--- src/rtl/grid_link_pkg.sv ---
// Shared types and helpers for the grid link controller.
package grid_link_pkg;

    // Controller states: idle, shifting a word in, shifting it back out, last-bit capture.
    typedef enum logic [1:0] {
        IDLE,
        LOAD,
        READ,
        DRAIN
    } grid_link_state_e;

    // Bit counter width for a word of data_size bits (never narrower than one bit).
    function automatic int unsigned cnt_width(input int unsigned data_size);
        int unsigned w;
        w = $clog2(data_size);
        return (w < 1) ? 1 : w;
    endfunction

endpackage

--- src/rtl/grid_link_shift_reg.sv ---
// Parallel-load, left-shifting register with serial input and MSB serial output.
// Used as the transmit PISO and the receive SIPO of the grid link controller.
module grid_link_shift_reg #(
    parameter int unsigned DATA_SIZE = 5
) (
    input  logic                 clk_i,
    input  logic                 rst_ni,
    input  logic                 load_i,
    input  logic [DATA_SIZE-1:0] data_i,
    input  logic                 shift_i,
    input  logic                 serial_i,
    output logic [DATA_SIZE-1:0] data_o,
    output logic                 serial_o
);

    logic [DATA_SIZE-1:0] data_q, data_d;

    // Next-state: parallel load has priority over a shift.
    always_comb begin
        data_d = data_q;
        if (load_i) begin
            data_d = data_i;
        end else if (shift_i) begin
            data_d = {data_q[DATA_SIZE-2:0], serial_i};
        end
    end

    // Register with asynchronous clear.
    always_ff @(posedge clk_i or negedge rst_ni) begin
        if (!rst_ni) begin
            data_q <= '0;
        end else begin
            data_q <= data_d;
        end
    end

    assign data_o   = data_q;
    assign serial_o = data_q[DATA_SIZE-1];

endmodule

--- src/rtl/grid_link_controller.sv ---
// Host-side initiator for the system memory serial link.
// Writes a grid word MSB-first under load_mode; reads it back by holding output_mode for one
// full rotation and deserialising serial_out. Never drives run_mode.
// Optional build macro GRID_LINK_VERIFY_EN: every write is followed by an automatic readback
// and compare; a mismatch sets the sticky verify_err flag.
module grid_link_controller
    import grid_link_pkg::*;
#(
    parameter int unsigned DATA_SIZE = 5
) (
    input  logic                 clk,
    input  logic                 reset,
    input  logic                 wr_valid,
    output logic                 wr_ready,
    input  logic [DATA_SIZE-1:0] wr_data,
    input  logic                 rd_req,
    output logic                 rd_valid,
    output logic [DATA_SIZE-1:0] rd_data,
    output logic                 busy,
    output logic                 verify_err,
    output logic                 mem_load_mode,
    output logic                 mem_output_mode,
    output logic                 mem_serial_in,
    input  logic                 mem_serial_out
);

    localparam int unsigned    CntW    = cnt_width(DATA_SIZE);
    localparam logic [CntW-1:0] CntLast = CntW'(DATA_SIZE - 1);

    grid_link_state_e     state_q, state_d;
    logic [CntW-1:0]      cnt_q, cnt_d;
    logic [DATA_SIZE-1:0] rd_data_q, rd_data_d;
    logic                 rd_valid_q, rd_valid_d;
    // Memory registers serial_out, so a bit is valid the cycle after output_mode was high.
    logic                 out_prev_q, out_prev_d;

    logic                 tx_load;
    logic                 tx_shift;
    logic                 tx_serial;
    logic [DATA_SIZE-1:0] tx_par_unused;
    logic [DATA_SIZE-1:0] rx_word;
    logic                 rx_ser_unused;
    logic [DATA_SIZE-1:0] rx_capture;

`ifdef GRID_LINK_VERIFY_EN
    logic [DATA_SIZE-1:0] wr_word_q, wr_word_d;
    logic                 chk_q, chk_d;
    logic                 verr_q, verr_d;
`endif

    // Transmit shift register: loaded on write acceptance, shifted once per LOAD cycle.
    grid_link_shift_reg #(
        .DATA_SIZE(DATA_SIZE)
    ) u_tx_sr (
        .clk_i   (clk),
        .rst_ni  (reset),
        .load_i  (tx_load),
        .data_i  (wr_data),
        .shift_i (tx_shift),
        .serial_i(1'b0),
        .data_o  (tx_par_unused),
        .serial_o(tx_serial)
    );

    // Receive shift register: samples serial_out one cycle behind output_mode.
    grid_link_shift_reg #(
        .DATA_SIZE(DATA_SIZE)
    ) u_rx_sr (
        .clk_i   (clk),
        .rst_ni  (reset),
        .load_i  (1'b0),
        .data_i  ({DATA_SIZE{1'b0}}),
        .shift_i (out_prev_q),
        .serial_i(mem_serial_out),
        .data_o  (rx_word),
        .serial_o(rx_ser_unused)
    );

    // Word as it will look after the final shift at the end of DRAIN.
    assign rx_capture = {rx_word[DATA_SIZE-2:0], mem_serial_out};

    // Next-state and datapath control.
    always_comb begin
        state_d    = state_q;
        cnt_d      = cnt_q;
        rd_data_d  = rd_data_q;
        rd_valid_d = 1'b0;
        tx_load    = 1'b0;
        tx_shift   = 1'b0;
        out_prev_d = (state_q == READ);
`ifdef GRID_LINK_VERIFY_EN
        wr_word_d  = wr_word_q;
        chk_d      = chk_q;
        verr_d     = verr_q;
`endif
        unique case (state_q)
            IDLE: begin
                // Write has priority; a held rd_req is picked up on a later IDLE cycle.
                if (wr_valid) begin
                    tx_load = 1'b1;
                    cnt_d   = CntLast;
                    state_d = LOAD;
`ifdef GRID_LINK_VERIFY_EN
                    wr_word_d = wr_data;
`endif
                end else if (rd_req) begin
                    cnt_d   = CntLast;
                    state_d = READ;
                end
            end
            LOAD: begin
                tx_shift = 1'b1;
                if (cnt_q == '0) begin
`ifdef GRID_LINK_VERIFY_EN
                    cnt_d   = CntLast;
                    chk_d   = 1'b1;
                    state_d = READ;
`else
                    state_d = IDLE;
`endif
                end else begin
                    cnt_d = cnt_q - CntW'(1);
                end
            end
            READ: begin
                if (cnt_q == '0) begin
                    state_d = DRAIN;
                end else begin
                    cnt_d = cnt_q - CntW'(1);
                end
            end
            DRAIN: begin
                rd_data_d  = rx_capture;
                rd_valid_d = 1'b1;
                state_d    = IDLE;
`ifdef GRID_LINK_VERIFY_EN
                // Only readbacks that follow a write are compared.
                if (chk_q && (rx_capture != wr_word_q)) begin
                    verr_d = 1'b1;
                end
                chk_d = 1'b0;
`endif
            end
            default: begin
                state_d = IDLE;
            end
        endcase
    end

    // State, counter and output registers.
    always_ff @(posedge clk or negedge reset) begin
        if (!reset) begin
            state_q    <= IDLE;
            cnt_q      <= '0;
            rd_data_q  <= '0;
            rd_valid_q <= 1'b0;
            out_prev_q <= 1'b0;
        end else begin
            state_q    <= state_d;
            cnt_q      <= cnt_d;
            rd_data_q  <= rd_data_d;
            rd_valid_q <= rd_valid_d;
            out_prev_q <= out_prev_d;
        end
    end

`ifdef GRID_LINK_VERIFY_EN
    // Latched write word, pending-compare flag and sticky error.
    always_ff @(posedge clk or negedge reset) begin
        if (!reset) begin
            wr_word_q <= '0;
            chk_q     <= 1'b0;
            verr_q    <= 1'b0;
        end else begin
            wr_word_q <= wr_word_d;
            chk_q     <= chk_d;
            verr_q    <= verr_d;
        end
    end

    assign verify_err = verr_q;
`else
    assign verify_err = 1'b0;
`endif

    // State decodes; memory controls fall to 0 as soon as reset forces IDLE.
    always_comb begin
        wr_ready        = (state_q == IDLE);
        busy            = (state_q != IDLE);
        mem_load_mode   = (state_q == LOAD);
        mem_output_mode = (state_q == READ);
        mem_serial_in   = (state_q == LOAD) ? tx_serial : 1'b0;
        rd_valid        = rd_valid_q;
        rd_data         = rd_data_q;
    end

endmodule
--- config.mk ---
export PLATFORM = sky130hd
export DESIGN_NAME = grid_link_controller
export DESIGN_NICKNAME = d
export VERILOG_FILES = /design/src/rtl/grid_link_pkg.sv /design/src/rtl/grid_link_shift_reg.sv /design/src/rtl/grid_link_controller.sv
export SDC_FILE = /design/constraint.sdc
export NUM_CORES = 1
export LEC_CHECK = 0
export BUFFER_PORTS_ARGS = -buffer_cell sky130_fd_sc_hd__buf_2
export CELL_PAD_IN_SITES_DETAIL_PLACEMENT = 0
export CELL_PAD_IN_SITES_GLOBAL_PLACEMENT = 1
export CORE_MARGIN = 2
export CORE_UTILIZATION = 38
export DETAILED_ROUTE_END_ITERATION = 6
export PLACE_DENSITY = 0.69
export SKIP_CTS_REPAIR_TIMING = 1
export SLEW_MARGIN = 5
export SYNTH_ARGS = -nofsm -noshare
export SYNTH_HDL_FRONTEND = slang
export SYNTH_HIERARCHICAL = 1
export SYNTH_SLANG_ARGS = --single-unit
--- constraint.sdc ---
create_clock -name clk -period 2 [get_ports clk]
set_input_delay 0 -clock clk [delete_from_list [all_inputs] [get_ports clk]]
set_output_delay 0 -clock clk [all_outputs]
set_load 0.005 [all_outputs]
Yosys cells after proc, flatten, opt, wreduce, memory -nomap -nowiden
Index checks and enable logic that the tools add are counted.
{ "totals": {"word_cells": 39, "regBits": 21} }
{ "op_classes": {"n_addsub": 1, "reduce_logical": 8, "n_eq_ne": 7, "mux": 16} }
{ "op_table": {"columns": ["operator", "count"], "rows": [
  ["5-bit 2-to-1 mux", 2],
  ["3-bit 2-to-1 mux", 3],
  ["2-bit 2-to-1 mux", 4],
  ["2-bit one-hot mux with 4 select lines", 1],
  ["3-bit one-hot mux with 2 select lines", 1],
  ["3-bit AND reduction", 2],
  ["2-bit nonzero test", 3],
  ["1-bit 2-to-1 mux", 5],
  ["2-bit == test, second input constant", 2],
  ["2-bit by 1-bit inequality test with 1-bit output, second input constant", 2],
  ["3-bit logical NOT", 1],
  ["3-bit by 2-bit inequality test with 1-bit output, second input constant", 1],
  ["3-bit by 1-bit subtractor with 3-bit output, second input constant", 1],
  ["2-bit by 1-bit == test with 1-bit output, second input constant", 1],
  ["2-bit logical NOT", 1],
  ["2-bit inequality test, second input constant", 1],
  ["2-bit OR reduction", 1]
]} }

Longest topological paths before layout
Gate-level depths: netlist of the first run.
{ "depth": {"ltp_word": 4, "ltp_mapped": 6, "mapped_depth_nobuf": 5} }

Hierarchy
The synthesis of the first run kept the hierarchy.
{ "modules_own_cells": {"columns": ["module", "area_each_um2", "n_inst", "seq_area_each_um2", "cells_each"], "rows": [
  ["grid_link_controller", 655.6, 1, 300.3, 53],
  ["grid_link_shift_reg", 242.7, 2, 125.1, 23]
]} }

Worst setup path before layout of the first run
OpenSTA, ideal clock, no wires.
{ "synth_path": {"path_type": "reg-to-reg", "startpoint": "register state_q[0]", "endpoint": "register cnt_q[2]", "path_stages_with_launch": 6, "arrival_time_ns": 1.473, "path_buffers": 0, "path_slack_ns": 0.402, "synth_period_minus_slack_ns": 1.598, "cell_sequence": "dfrtp_1 > inv_1 > ha_1 > nor3b_4 > a211oi_4 > mux2_4"} }
{ "synth_lines": {"columns": ["item", "line", "rtl"], "rows": [
  ["start: declaration", "grid_link_controller.sv:30", "grid_link_state_e state_q, state_d;"],
  ["start signal: assignment", "grid_link_controller.sv:159", "state_q <= state_d;"],
  ["2-bit logical NOT (*)", null, null],
  ["net wr_ready", "grid_link_controller.sv:14", "output logic wr_ready,"],
  ["3-bit by 2-bit inequality test with 1-bit output (no line) / 2-bit nonzero test (equally long branches)", null, null],
  ["3-bit AND reduction (no line)", null, null],
  ["end signal: assignment", "grid_link_controller.sv:160", "cnt_q <= cnt_d;"],
  ["end: declaration", "grid_link_controller.sv:31", "logic [CntW-1:0] cnt_q, cnt_d;"]
]} }
Mark *: on every way through the listed nets, which the timed path passes. The rest lies on a longest branch.
A chain may end at the register's enable or synchronous reset.

Worst setup path after layout of the first run
{ "layout_path": {"startpoint": "register state_q[0]", "endpoint": "register cnt_q[2]"} }
{ "layout_via": {"elab_chain_len": 4} }
{ "layout_lines": {"columns": ["item", "line", "rtl"], "rows": [
  ["2-bit by 1-bit == test with 1-bit output / 2-bit == test (equally long branches)", "grid_link_controller.sv:96", "unique case (state_q)"],
  ["2-bit OR reduction (no line)", null, null],
  ["2-bit inequality test (no line) / 2-bit nonzero test (equally long branches)", null, null],
  ["3-bit AND reduction (no line)", null, null]
]} }
Parallel ways exist; a longest one is shown, timed or not.

==> Implementation_results.wiki, run 1 <==
{| class="wikitable"
! Metric !! Value
|-
| Number of detailed-route iterations in the first pass || 4
|-
| Horiz. Die Dim || roughly 57 µm
|-
| Growth of design area from synthesis to finish || 20.8%
|-
| Cell count after placement || 146
|-
| Global placer's final weighted congestion || a little over 0.7
|-
| Max FO, Critical Path || 5
|-
| CTS H-tree depth || 1
|-
| Global-route layer with the greatest usage || met2
|-
| Leak Pwr || 0.000654 µW
|-
| Outcome || finished clean
|-
| First-pass GRT wire length || 3220 µm
|-
| R2R Path Start || state_q[0]$_DFFE_PN0P_
|-
| TritonCTS clock tree || done
|-
| Met1 Track Usage GR || 15.4%
|-
| Post-route standard cell area excluding fillers || 1310 µm²
|-
| Total number of vias || 718
|-
| Largest net degree at the start of global routing || 22
|-
| Clk Tree Root Cell || sky130_fd_sc_hd__clkbuf_4
|-
| Clock insertion delay at the later pin of the skew report || around 0.3 ns
|-
| Cell-by-cell trace of the critical path || inv_1 -> ha_1 -> nor2_1 -> a211oi_4 -> mux2_4
|-
| WL per Instance || about 11 µm
|-
| Effective utilization at floorplan || 39.6%
|-
| Global Route met3 Usage || under 10%
|-
| Final Max Slew Viols || 0
|-
| Unrepaired setup endpoints after global routing || no
|-
| Area enclosed by the die boundary || 3290 µm²
|-
| Min Tclk post-route || 1.70 ns
|-
| Multi-input gate area || 513 µm²
|-
| Warnings from Yosys || 6
|-
| Count of buffer and inverter cells on the critical path || 1
|-
| Fill cell count || 258
|-
| Top achievable clock speed || about 600 MHz
|-
| Post-synthesis instance total || 93
|-
| Path length in cells of the critical path || 5
|-
| Hold Crit Start || wr_valid
|-
| Core region area || 2730 µm²
|-
| Met2 GRT Util || 21.3%
|-
| Logic pwr share || 50.0%
|-
| Worst hold path type || in -> reg
|-
| IO Port Bufs || 20
|-
| Detail Placement HPWL || 1370 µm
|-
| Maximum VDD drop || 0.000800 V
|-
| Cell Int Power || 1160 µW
|-
| Aggregate global-route resource usage || between 10% and 20%
|-
| Portion of total power attributed to the clock network || about 11%
|-
| Sequential cell area in the final layout || approximately 530 µm²
|-
| Share of total power in sequential cells || around two fifths
|-
| Standard-cell rows || 19
|-
| Final wirelength || between 1500 and 2000 µm
|-
| Number of vias per cell || 4.57
|-
| I/O pin count || 22
|-
| N_diodes || 0
|-
| Critical path launch point type || flip-flop
|-
| Residual overflow from global routing || 0
|-
| Max capacitance violation total || 0
|-
| Detailed router's first-iteration violation count || 26
|-
| Clk sink count || 21
|-
| Cell family contributing the most delay on the critical path || flip-flops
|-
| Via count of the first global-routing pass || 737
|-
| Remaining antenna violation count after routing || 0
|-
| Fin cells || 157
|-
| Type of destination of the critical path || flip-flop
|-
| Worst setup path class || reg -> reg
|-
| Period utilization || 85.2%
|-
| CP startpoint || state_q[0]$_DFFE_PN0P_
|-
| Switching share of total power || between 30% and 40%
|-
| Endpoints failing hold || 0
|-
| Fraction of final layout cells with drive strength greater than 1 || 26.2%
|-
| Final net count || 145
|-
| Data required, critical path || about 2.2 ns
|-
| Worst clock skew || 0.00406 ns
|-
| Slowest stage delay, CP || approximately 0.44 ns
|-
| Number of antenna violations at the first check in global routing || 0
|-
| Area of the mapped netlist || ~1100 µm²
|-
| CP Data Arrival Time || between 1.5 and 2 ns
|-
| Total power per unit cell area || 1380 nW/µm²
|-
| Final setup violating endpoints || 0
|-
| Synth Area per Inst || between 10 and 15 µm²
|-
| CTS Buf Count || 3
|-
| Placement Cell Area || 1210 µm²
|-
| Clock input transition at the sequential cells of the worst setup and hold paths || 0.11 ns
|-
| Cells on Worst Hold Path || 4
|-
| Sw Pwr || 651 µW
|-
| Cell type of the slowest stage on the worst timing path || sky130_fd_sc_hd__dfrtp_1
|-
| Detailed-route DRC error count || 0
|-
| Setup total negative slack || 0 ns
|-
| Vertical die dimension || roughly 57 µm
|-
| Logic depth of the worst register-to-register path || 5
|-
| Maximum buffer depth of the clock tree || 2
|}
## worst register-to-register path, stage by stage (launching register included)
cell and delay, ns:
sky130_fd_sc_hd__dfrtp_1 0.44, sky130_fd_sc_hd__inv_1 0.11, sky130_fd_sc_hd__ha_1 0.40, sky130_fd_sc_hd__nor2_1 0.09, sky130_fd_sc_hd__a211oi_4 0.25, sky130_fd_sc_hd__mux2_4 0.32
## metal layers
layer	wire length, µm	vias to the layer above
li1	-	365
met1	807	335
met4	18	0
met3	86	2
met5	0	-
met2	878	16
## through the flow
| step | utilization [%] | hold slack (ns) | power [µW] | setup slack, ns |
|---|---|---|---|---|
| final | 47.8 | 0.112 | 1810 | 0.296 |
| after global routing | 47.8 | 0.109 | 2000 | 0.180 |
| after CTS | 45.3 | -0.352 | 1830 | 0.283 |
| after detailed placement | 44.3 | -0.0111 | 1630 | 0.299 |
| after global placement | 44.3 | -0.0171 | 1600 | 0.345 |
| after floorplan | - | -0.296 | 1410 | 0.402 |
## area by class of cell
class	count	area share, %
Sequential cell	21	40.2
Timing Repair Buffer	28	13.6
Clock buffer	4	2.01
Tap cell	31	2.97
Inverter	7	2.01
Multi-Input combinational cell	66	39.2
## layout by cell type, fill, tap and decap left out
cell type                       instances
sky130_fd_sc_hd__clkbuf_4               3
sky130_fd_sc_hd__nand2b_1               1
sky130_fd_sc_hd__mux2i_1               11
sky130_fd_sc_hd__dlygate4sd3_1          7
sky130_fd_sc_hd__o21ai_0                1
sky130_fd_sc_hd__dfrtp_1               21
sky130_fd_sc_hd__o21ai_1                9
sky130_fd_sc_hd__clkbuf_1               1
sky130_fd_sc_hd__mux2_1                 2
sky130_fd_sc_hd__o21bai_2               1
sky130_fd_sc_hd__mux2_2                 5
sky130_fd_sc_hd__buf_4                  1
sky130_fd_sc_hd__inv_1                  7
sky130_fd_sc_hd__buf_2                 20
sky130_fd_sc_hd__nand2_1               13
sky130_fd_sc_hd__or2b_1                 1
sky130_fd_sc_hd__conb_1                 7
sky130_fd_sc_hd__nor3b_4                1
sky130_fd_sc_hd__and2_1                 2
sky130_fd_sc_hd__nor2_1                 2
sky130_fd_sc_hd__ha_1                   8
sky130_fd_sc_hd__a211oi_4               1
sky130_fd_sc_hd__mux2_4                 1
## power groups by stage
| stage | Sequential (µW) | Combinational [µW] | Clock [µW] |
|---|---|---|---|
| 6_report | 706 | 904 | 199 |
| 5_1_grt | 739 | 1030 | 227 |
| 4_1_cts | 710 | 911 | 212 |
| 3_5_place_dp | 718 | 912 | 0 |
| 3_3_place_gp | 715 | 883 | 0 |
| 2_1_floorplan | 695 | 715 | 0 |
## state kept, by name, indices dropped and copies added, names as in the netlist
register and flops:
rd_data 5, u_tx_sr/data_o 5, u_rx_sr/data_o 4, cnt_q 3
state_q 2, out_prev_q 1, rd_valid 1
## worst paths after layout
path	end	slack (ns)
worst max-delay path	cnt_q[2]$_DFFE_PN0P_	0.30
worst max register to register	cnt_q[2]$_DFFE_PN0P_	0.30
max in group asynchronous	cnt_q[0]$_DFFE_PN0P_	1.51
worst min-delay path	state_q[0]$_DFFE_PN0P_	0.11
worst min register to register	rd_data[2]$_DFFE_PN0P_	0.51
min in group asynchronous	rd_data[4]$_DFFE_PN0P_	0.17
No activity file was read; power rests on OpenSTA's default activity.
==> run 2, diff against run 1 <==
BUFFER_PORTS_ARGS = -buffer_cell sky130_fd_sc_hd__clkbuf_2   (was -buffer_cell sky130_fd_sc_hd__buf_2)
==> Implementation_results.wiki, run 2 (synthesis results as in run 1) <==
{| class="wikitable"
! Metric !! Value
|-
| Outcome || finished clean (unchanged)
|-
| Vertical die dimension || 57.4 µm (unchanged)
|-
| Detail Placement HPWL || 1350 µm (was 1370 µm)
|-
| Top achievable clock speed || 568 MHz (was 587 MHz)
|-
| Final Max Slew Viols || 0 (unchanged)
|-
| Growth of design area from synthesis to finish || 20.8% (unchanged)
|-
| Detailed-route DRC error count || 0 (unchanged)
|-
| Most common cell after layout, fill and taps aside || sky130_fd_sc_hd__dfrtp_1 (unchanged)
|-
| Total number of vias || 721 (was 718)
|-
| Horiz. Die Dim || 57.4 µm (unchanged)
|-
| Total power per unit cell area || 1380 nW/µm² (about the same)
|-
| Clk Tree Root Cell || sky130_fd_sc_hd__clkbuf_4 (unchanged)
|-
| Leak Pwr || 0.000653 µW (was 0.000654 µW)
|-
| IO Port Bufs || 20 (unchanged)
|-
| Cell count after placement || 146 (unchanged)
|-
| Fraction of final layout cells with drive strength greater than 1 || 26.2% (unchanged)
|-
| Setup total negative slack || 0 ns (unchanged)
|-
| Remaining max-slew budget at the tightest pin || 65.5%
|-
| Aggregate global-route resource usage || 11.8% (was 12.7%)
|-
| Fin cells || 157 (unchanged)
|-
| Detailed router's first-iteration violation count || 24 (was 26)
|-
| Number of vias per cell || 4.59 (was 4.57)
|-
| CP startpoint || state_q[0]$_DFFE_PN0P_ (unchanged)
|-
| Max FO, Critical Path || 5 (unchanged)
|-
| Number of detailed-route iterations in the first pass || 4 (unchanged)
|-
| N_diodes || 0 (unchanged)
|-
| Final net count || 145 (unchanged)
|-
| Post-Place Setup Slack || 0.254 ns (was 0.299 ns)
|-
| Type of destination of the critical path || flip-flop (unchanged)
|-
| I/O pin count || 22 (unchanged)
|-
| Worst clock skew || 0.00159 ns (was 0.00406 ns)
|-
| Remaining antenna violation count after routing || 0 (unchanged)
|-
| Maximum buffer depth of the clock tree || 2 (unchanged)
|-
| Final wirelength || 1750 µm (was 1790 µm)
|-
| Global placer's final weighted congestion || 0.776 (was 0.726)
|-
| Data required, critical path || 2.19 ns (was 2.20 ns)
|-
| Min Tclk post-route || 1.76 ns (was 1.70 ns)
|-
| Final setup violating endpoints || 0 (unchanged)
|-
| Worst setup path class || reg -> reg (unchanged)
|-
| R2R Path Start || state_q[0]$_DFFE_PN0P_ (unchanged)
|-
| Clock input transition at the sequential cells of the worst setup and hold paths || 0.11 ns (about the same)
|-
| CTS H-tree depth || 1 (unchanged)
|-
| TritonCTS clock tree || done (unchanged)
|-
| Endpoints failing hold || 0 (unchanged)
|-
| Largest net degree at the start of global routing || 22 (unchanged)
|-
| Clock insertion delay at the later pin of the skew report || 0.29 ns (was 0.30 ns)
|-
| CTS Buf Count || 3 (unchanged)
|-
| Hold Crit Start || wr_valid (unchanged)
|-
| Period utilization || 88.0% (was 85.2%)
|-
| Number of antenna violations at the first check in global routing || 0 (unchanged)
|-
| Area enclosed by the die boundary || 3290 µm² (unchanged)
|-
| Core region area || 2730 µm² (unchanged)
|-
| Via count of the first global-routing pass || 711 (was 737)
|-
| Power consumption || 1810 µW (about the same)
|-
| Sequential cell area in the final layout || 526 µm² (unchanged)
|-
| Max capacitance violation total || 0 (unchanged)
|-
| Maximum VDD drop || 0.000837 V (was 0.000800 V)
|-
| Clk sink count || 21 (unchanged)
|-
| CP Data Arrival Time || 1.94 ns (was 1.90 ns)
|-
| Effective utilization at floorplan || 39.6% (unchanged)
|-
| Residual overflow from global routing || 0 (unchanged)
|-
| Critical path launch point type || flip-flop (unchanged)
|-
| Unrepaired setup endpoints after global routing || no (unchanged)
|-
| Fill cell count || 271 (was 258)
|-
| First-pass GRT wire length || 3060 µm (was 3220 µm)
|-
| Standard-cell rows || 19 (unchanged)
|-
| Worst hold path type || in -> reg (unchanged)
|-
| Worst-Margin Slew || 0.518 ns
|-
| Fin worst setup slack || 0.241 ns (was 0.296 ns)
|-
| Multi-input gate area || 513 µm² (unchanged)
|-
| Commonest cells after routing, fill and taps aside || 21 x sky130_fd_sc_hd__dfrtp_1, 20 x sky130_fd_sc_hd__clkbuf_2, 13 x sky130_fd_sc_hd__nand2_1, 11 x sky130_fd_sc_hd__mux2i_1, 9 x sky130_fd_sc_hd__o21ai_1 (was 21 x sky130_fd_sc_hd__dfrtp_1, 20 x sky130_fd_sc_hd__buf_2, 13 x sky130_fd_sc_hd__nand2_1, 11 x sky130_fd_sc_hd__mux2i_1, 9 x sky130_fd_sc_hd__o21ai_1)
|-
| WL per Instance || 11.1 µm (was 11.4 µm)
|-
| Final Util || 47.8% (unchanged)
|}
## run 2: changes by cell type in the layout (fill, tap and decap cells not counted), sizes merged
cell / previous run / this run
clkbuf: 4 / 24
buf: 21 / 1
## run 2: power breakdown
| part | leakage, µW | internal, µW | switching [µW] | total [µW] |
|---|---|---|---|---|
| logic | 0.000380 | 474 | 426 | 900 |
| registers | 0.000258 | 604 | 106 | 710 |
| clock network | 0.0000150 | 77.5 | 120 | 197 |
## run 2: worst paths after layout
kind	endpoint	slack [ns]	cells past startpoint
setup / recovery	cnt_q[2]$_DFFE_PN0P_	0.24	5
hold / removal	state_q[0]$_DFFE_PN0P_	0.11	4
setup reg to reg	cnt_q[2]$_DFFE_PN0P_	0.24	5
hold reg to reg	rd_data[2]$_DFFE_PN0P_	0.52	1
max in group asynchronous	cnt_q[2]$_DFFE_PN0P_	1.46	2
min in group asynchronous	rd_data[4]$_DFFE_PN0P_	0.19	2
## run 2: cell type report
cell class	count	share of cell area, %
Tap cell	31	2.97
Clock buffer	4	2.01
Inverter	7	2.01
Sequential cell	21	40.2
Timing Repair Buffer	28	13.6
Multi-Input combinational cell	66	39.2
## run 2: metal layers
layer | global-route usage [%] | vias up | wire [µm] | share of wire (%)
met5 | 0 | - | 0 | 0
met4 | 4.98 | 0 | 18 | 1.0
met3 | 2.04 | 2 | 60 | 3.4
met2 | 19.5 | 11 | 863 | 49
met1 | 15.3 | 342 | 807 | 46
li1 | - | 366 | - | -
## run 2: critical path, stage by stage (launching register included)
cell,delay (ns)
sky130_fd_sc_hd__dfrtp_1,0.43
sky130_fd_sc_hd__inv_1,0.10
sky130_fd_sc_hd__ha_1,0.41
sky130_fd_sc_hd__nor2_1,0.10
sky130_fd_sc_hd__a211oi_4,0.26
sky130_fd_sc_hd__mux2_4,0.34
## run 2: through the flow
stage | hold WS [ns] | instance area (µm²)
2_1_floorplan | -0.296 | 1100
5_1_grt | 0.126 | 1310
6_report | 0.108 | 1310
4_1_cts | -0.329 | 1240
3_5_place_dp | 0.00613 | 1210
3_3_place_gp | 0.00544 | 1210
